## src/rtl/egg_timer_ctl.sv

```systemverilog
// Egg timer controller: debounced start/pause button, prescaled countdown,
// pause/resume and a timed blinking alarm.
module egg_timer_ctl #(
  parameter int unsigned SIZE        = 4,
  parameter int unsigned PRESCALE    = 50000000,
  parameter int unsigned DEB_CYCLES  = 1000000,
  parameter int unsigned ALARM_TICKS = 8
) (
  input  logic            clk,
  input  logic            rst_n,
  input  logic            btn,
  input  logic [SIZE-1:0] max,
  output logic [SIZE-1:0] led,
  output logic            busy,
  output logic            done
);

  localparam int unsigned PW = (PRESCALE > 1) ? $clog2(PRESCALE) : 1;
  localparam int unsigned DW = (DEB_CYCLES > 1) ? $clog2(DEB_CYCLES) : 1;
  localparam int unsigned AW = (ALARM_TICKS > 0) ? $clog2(ALARM_TICKS + 1) : 1;

  typedef enum logic [1:0] {
    S_IDLE  = 2'd0,
    S_RUN   = 2'd1,
    S_PAUSE = 2'd2,
    S_ALARM = 2'd3
  } state_t;

  logic [1:0]      sync_q;
  logic            btn_s;
  logic            deb_q;
  logic            deb_prev_q;
  logic [DW-1:0]   deb_cnt_q;
  logic            press_c;
  logic            tick_c;

  state_t          state_q, state_n;
  logic [SIZE-1:0] count_q, count_n;
  logic [PW-1:0]   presc_q, presc_n;
  logic [AW-1:0]   atc_q, atc_n;
  logic            blink_q, blink_n;
  logic [SIZE-1:0] led_n;
  logic            busy_n, done_n;

  assign btn_s   = sync_q[1];
  assign press_c = deb_q & ~deb_prev_q;
  assign tick_c  = (presc_q == PW'(PRESCALE - 1));

  // Two-flop synchroniser for the asynchronous button pad.
  always_ff @(posedge clk or negedge rst_n) begin
    if (!rst_n) begin
      sync_q <= '0;
    end else begin
      sync_q <= {sync_q[0], btn};
    end
  end

  // Debouncer: flip only after DEB_CYCLES consecutive differing samples.
  always_ff @(posedge clk or negedge rst_n) begin
    if (!rst_n) begin
      deb_q      <= 1'b0;
      deb_prev_q <= 1'b0;
      deb_cnt_q  <= '0;
    end else begin
      deb_prev_q <= deb_q;
      if (btn_s == deb_q) begin
        deb_cnt_q <= '0;
      end else if (deb_cnt_q == DW'(DEB_CYCLES - 1)) begin
        deb_q     <= btn_s;
        deb_cnt_q <= '0;
      end else begin
        deb_cnt_q <= deb_cnt_q + DW'(1);
      end
    end
  end

  // State, datapath and registered output flops.
  always_ff @(posedge clk or negedge rst_n) begin
    if (!rst_n) begin
      state_q <= S_IDLE;
      count_q <= '0;
      presc_q <= '0;
      atc_q   <= '0;
      blink_q <= 1'b0;
      led     <= '0;
      busy    <= 1'b0;
      done    <= 1'b0;
    end else begin
      state_q <= state_n;
      count_q <= count_n;
      presc_q <= presc_n;
      atc_q   <= atc_n;
      blink_q <= blink_n;
      led     <= led_n;
      busy    <= busy_n;
      done    <= done_n;
    end
  end

  // Next-state logic; outputs are decoded from the next state so they
  // register in step with it.
  always_comb begin
    state_n = state_q;
    count_n = count_q;
    presc_n = presc_q;
    atc_n   = atc_q;
    blink_n = blink_q;
    led_n   = '0;
    busy_n  = 1'b0;
    done_n  = 1'b0;

    unique case (state_q)
      S_IDLE: begin
        presc_n = '0;
        if (press_c) begin
          if (max != '0) begin
            count_n = max;
            state_n = S_RUN;
          end else begin
            blink_n = 1'b0;
            atc_n   = '0;
            state_n = S_ALARM;
          end
        end
      end
      S_RUN: begin
        if (press_c) begin
          state_n = S_PAUSE;
        end else if (tick_c) begin
          presc_n = '0;
          if (count_q > SIZE'(1)) begin
            count_n = count_q - SIZE'(1);
          end else begin
            count_n = '0;
            blink_n = 1'b0;
            atc_n   = '0;
            state_n = S_ALARM;
          end
        end else begin
          presc_n = presc_q + PW'(1);
        end
      end
      S_PAUSE: begin
        if (press_c) begin
          state_n = S_RUN;
        end
      end
      S_ALARM: begin
        if (press_c) begin
          presc_n = '0;
          state_n = S_IDLE;
        end else if (tick_c) begin
          presc_n = '0;
          blink_n = ~blink_q;
          atc_n   = atc_q + AW'(1);
          if ((ALARM_TICKS != 0) && (atc_q == AW'(ALARM_TICKS - 1))) begin
            state_n = S_IDLE;
          end
        end else begin
          presc_n = presc_q + PW'(1);
        end
      end
      default: state_n = S_IDLE;
    endcase

    unique case (state_n)
      S_RUN, S_PAUSE: begin
        led_n  = count_n;
        busy_n = 1'b1;
      end
      S_ALARM: begin
        led_n  = {SIZE{blink_n}};
        done_n = 1'b1;
      end
      default: led_n = '0;
    endcase
  end

endmodule

```

## config.mk

```make
export PLATFORM = sky130hd
export DESIGN_NAME = egg_timer_ctl
export DESIGN_NICKNAME = d
export VERILOG_FILES = /design/src/rtl/egg_timer_ctl.sv
export SDC_FILE = /design/constraint.sdc
export NUM_CORES = 1
export LEC_CHECK = 0
export ABC_AREA = 1
export BUFFER_PORTS_ARGS = -buffer_cell sky130_fd_sc_hd__buf_2
export CAP_MARGIN = 20
export CORE_MARGIN = 4
export CORE_UTILIZATION = 48
export DETAILED_ROUTE_END_ITERATION = 10
export PLACE_DENSITY = 0.67
export SKIP_CTS_REPAIR_TIMING = 1
export SYNTH_ARGS = -nofsm -noshare
export SYNTH_HDL_FRONTEND = slang
export SYNTH_SLANG_ARGS = --single-unit
```

## constraint.sdc

```tcl
create_clock -name clk -period 6.5 [get_ports clk]
set_input_delay 1.95 -clock clk [delete_from_list [all_inputs] [get_ports clk]]
set_output_delay 1.95 -clock clk [all_outputs]
set_load 0.05 [all_outputs]
```

After elaboration in Yosys (flattened, before gate mapping)
Index checks and enable logic that the tools add are counted.

storage, ports and cells
  bits in registers = 67
  word-level logic and storage cells = 86
  output and inout bits = 6
  input port bits = 7

cells by class
  reduce and logical (&&, ||, !) cells = 7
  $add $sub $neg = 4
  order comparisons = 1
  equal/unequal tests = 17
  bitwise operators = 4
  muxes and demuxes = 41

operator list
  operator               number
  $mux 26                3
  $pmux 26 s3            1
  $mux 4                 12
  $mux 20                2
  $add 26x1->26 const B  1
  $eq 26x26->1 const B   1
  $add 20x1->20 const B  1
  $eq 20x20->1 const B   1
  $mux 2                 9
  $pmux 4 s2             2
  $ne 2x2->1 const B     7
  $pmux 4 s3             1
  $mux 1                 9
  $eq 2x2->1 const B     4
  $pmux 2 s4             1
  $reduce_and 8->1       1
  $add 4x1->4 const B    1
  $eq 2x1->1 const B     2
  $eq 4x3->1 const B     1
  $gt 4x1->1 const B     1
  $reduce_and 2->1       2
  $reduce_bool 4->1      1
  $sub 4x1->4 const B    1
  $not 1->1              3
  other kinds (6)        6

Depth between registers and ports, before layout
  depth after elaboration = 8
  depth in mapped cells = 15
  gate-level depth less buffers = 15

Least setup slack after synthesis
OpenSTA, ideal clock, no wires.

  path kind = input -> register
  start point = input port max[0]
  end point = register led[1]
  library setup time = 124 ps
  stages on the path = 10
  setup slack = 3429 ps
  required time = 6376 ps
  path buffers = 0
  arrival time = 2947 ps
  path through = inv_1 > nand3_1 > nor2_1 > nor2_1 > nand2_1 > a31oi_1 > inv_1 > ha_1 > nand3_1 > a21oi_1

on the way
  word-level cells in the longest chain between the ends = 7
  elaborated cells between the ends (all ways) = 15
  classes of those cells = 3 x eq/ne; 10 x mux; 2 x reduce/logical

ends and longest elaborated chain
  what                                             line  text
  start, declared                                  12    input logic [SIZE-1:0] max,
  $reduce_bool 4->1 (*)                            116   if (max != '0) begin
  $mux 2 (*)                                       116
  $mux 2 (*)                                       115   if (press_c) begin
  $pmux 2 s4 (*)                                   112   unique case (state_q)
  via state_n[1]                                   37    state_t state_q, state_n;
  $eq 2x1->1 / $eq 2x2->1 (equally long branches)  166   unique case (state_n)
  $reduce_or 2->1                                  166
  $pmux 4 s2 (*)                                   166
  via led_n[1]                                     42    logic [SIZE-1:0] led_n;
  end signal, assigned                             94    led <= led_n;
  end, declared                                    13    output logic [SIZE-1:0] led,

The timed path passes the listed nets; every way through them passes the cells marked *.
A chain may end at the register's enable or synchronous reset.

Worst setup path after layout
Ends and elaborated chain as after synthesis.

==> summary.txt <==
Timing
  • Fmax: about 0.33 GHz
  • Tcrit/Tclk final: between 40% and 50%
  • Minimum clock period: a little over 3000 ps
  • Worst-margin pin slew: approximately 860 ps
  • Final hold slack: around 370 ps
  • Setup Viol. Count Final: 0
  • Worst-case clock skew: roughly 17 ps
  • Hold Fails Final Rpt: 0
  • Slew Viols, Final: 0
  • Setup TNS: 0 ps
  • Headroom to the max-slew limit: about 43%
  • RSZ-0062 raised after global routing: no

Global route
  • Largest net degree at the start of global routing: 68
  • Number of global-route vias before repair: approximately 3,200
  • First-pass GRT wire length: roughly 15,000 µm
  • Global route overflow: 0
  • Tot GR Track Use: around 18%
  • Antenna violations before repair: 0

Placement
  • # port buffers: 12
  • Hpwl dp: around 6000 µm
  • Area after DPL: 4060 µm²
  • GP Congestion: about 0.83

Floorplanning
  • Core area: 7810 µm²
  • Die width: 98.3 µm
  • Initial Util: about half
  • I/O pins: 13
  • Die H: 98.3 µm
  • Die ar.: 9650 µm²
  • Row count: 32

Synthesis
  • Area contributors post-synth: dfrtp_1 (43%), nand2_1 (9.0%), nor2_1 (6.9%), inv_1 (6.1%), nand3_1 (5.1%)
  • Largest family of logic cells by synthesized area: simple AND/OR/NAND/NOR gates
  • Post-synth EDFFs: 0
  • Distinct cells, synth: 43
  • Main synth FF type: dfrtp_1
  • Share of the synthesized area in the top cell type: between 40% and 50%
  • Mux share of post-synthesis cell area: less than 1%
  • Synth Cell Area: between 3000 and 4000 µm²
  • Synth Area per Inst: 7.82 µm²
  • Ys Warns: 0
  • Yosys reg bits: 67
  • Mapped Cells: 500
  • Synth Area in Simple Gates: 30.8%
  • Sequential area share after synthesis: a little over two fifths
  • Count leader, synth: nand2_1
  • XOR/XNOR share of the synthesized area: about 4.7%
  • Top post-synthesis cells by count: nand2_1 (94), nor2_1 (72), dfrtp_1 (67)
  • Compound-Gate Fraction of Synth Area: around a tenth
  • Leading area contributor after synthesis: dfrtp_1
  • Async set-reset flop share out of synthesis: between 90% and 100%
  • Synth Area in Adders: roughly 3.5%
  • Synth Net Count: approximately 520

Critical path
  • Reg-to-reg critical path endpoint: presc_q[25]
  • Internal reg-to-reg setup slack: between 3000 and 4000 ps
  • R2R cell count: 11
  • Worst EP required: ~6700 ps
  • Worst EP arrival: roughly 3300 ps
  • Worst r2r src: state_q[1]
  • CP Max Fanout: 4
  • Critical Path End Type: flop
  • Path type of the worst setup path: in2reg
  • Crit path launch type: primary input

Clock tree
  • Reg clk slew, reported paths: about 80 ps
  • CTS root buffer: clkbuf_8
  • # H-tree levels: 3
  • Inserted Clock Buffers: 9
  • CTS tree: yes
  • Clock Latency Late Sink: 360 ps
  • CTS Buffer Depth: 2
  • Clock sinks: 67

Finish
  • Fraction of layout cells with a size suffix above 1: between 10% and 20%
  • Design area: ~4300 µm²
  • Nets: roughly 540
  • Layout Utilization: 54.6%
  • # fillers: around 760
  • Area growth, synth to finish: 9.02%
  • Ant. Diodes: 0

Routing
  • Drt pass-1 iters: 5
  • Drt wl/cell: 13.2 µm
  • Routed Antenna Nets: 0
  • DRC violations left: 0
  • DRT Wirelength: between 8000 and 9000 µm
  • Vias per cell: approximately 5.2
  • Initial drt markers: about 120
  • Vias: about 3,300

Hold path
  • Hold Crit Class: reg2reg
  • Hold EP: sync_q[1]
  • Hold path depth: 0
  • Hold path start: sync_q[0]

Status
  • Status: finished clean

Power and ir drop
  • VDD IR max: approximately 0.12 mV
  • Leak: between 1.5 and 2 nW
  • Cell Pwr Density: 183 nW/µm²
  • Total Power: approximately 0.8 mW

Flow run
  • Maxcap violations: 0
how the worst max path moves through the flow:
stage / startpoint / end / slack, ps / depth (start not counted)
2_1_floorplan: max[0] / led[1] / 3430 / 10
3_3_place_gp: max[0] / led[1] / 3170 / 11
3_5_place_dp: max[0] / led[1] / 3100 / 11
4_1_cts: max[0] / led[1] / 3490 / 11
5_1_grt: max[0] / led[2] / 3290 / 11
6_report: max[0] / led[1] / 3480 / 11
state kept, by name (all words and copies together), names as in the netlist, 2 cells and up:
register	cells
atc_q	4
count_q	4
deb_cnt_q	20
led	4
presc_q	26
state_q	2
sync_q	2
worst max-delay path, cell delays in order:
cell and delay (ps):
buf_2 80, inv_1 40, nand3_1 110, nor2_1 50, nor2_1 170, nand2_1 70
a31oi_1 240, inv_1 90, ha_1 210, nand3_1 160, a21oi_1 90
routing by layer:
metal,track usage (%),share of wire [%],vias up
li1,-,-,1650
met5,0,0,-
met4,5.57,0.86,0
met3,4.50,2.7,7
met2,30.9,49,37
met1,23.7,48,1560
kinds of logic after synthesis:
logic type	after synthesis
compound gates	63
xor+xnor	21
fa+ha+maj	11
buf+inv	76
flops	67
mux	1
simple gates	261
area by class of cell:
type / instances / area (µm²) / area share, %
repair buffers: 13 / 67.6 / 1.58
flip-flops and latches: 67 / 1680 / 39.3
well taps: 102 / 128 / 2.99
multi-input cells: 357 / 1920 / 45.1
clock buffers: 13 / 179 / 4.20
inverters: 71 / 269 / 6.31
clock inverters: 3 / 20.0 / 0.470
cell usage in the layout (no fill, tap or decap), types with 8 or more instances in the layout:
master,n
nor2_1,72
nor3_1,13
buf_2,12
nand2_1,94
inv_1,64
clkbuf_8,13
nor2_2,8
o21ai_0,16
nand3_1,40
ha_1,11
dfrtp_1,67
a21oi_1,22
nand4_1,10
xor2_1,17
where the power goes:
part / leakage [nW] / switching [mW] / internal (mW)
logic: 0.945 / 0.0124 / 0.00349
clock network: 0.0977 / 0.164 / 0.180
registers: 0.924 / 0.00126 / 0.419
total: 1.97 / 0.177 / 0.602
stage by stage:
stage               setup slack, ps  std cells
detailed placement             3100        610
global placement               3170        610
CTS                            3490        626
finish                         3480        626
floorplan                      3430        500
global route                   3290        626
Power figures use the tool's default switching activity.
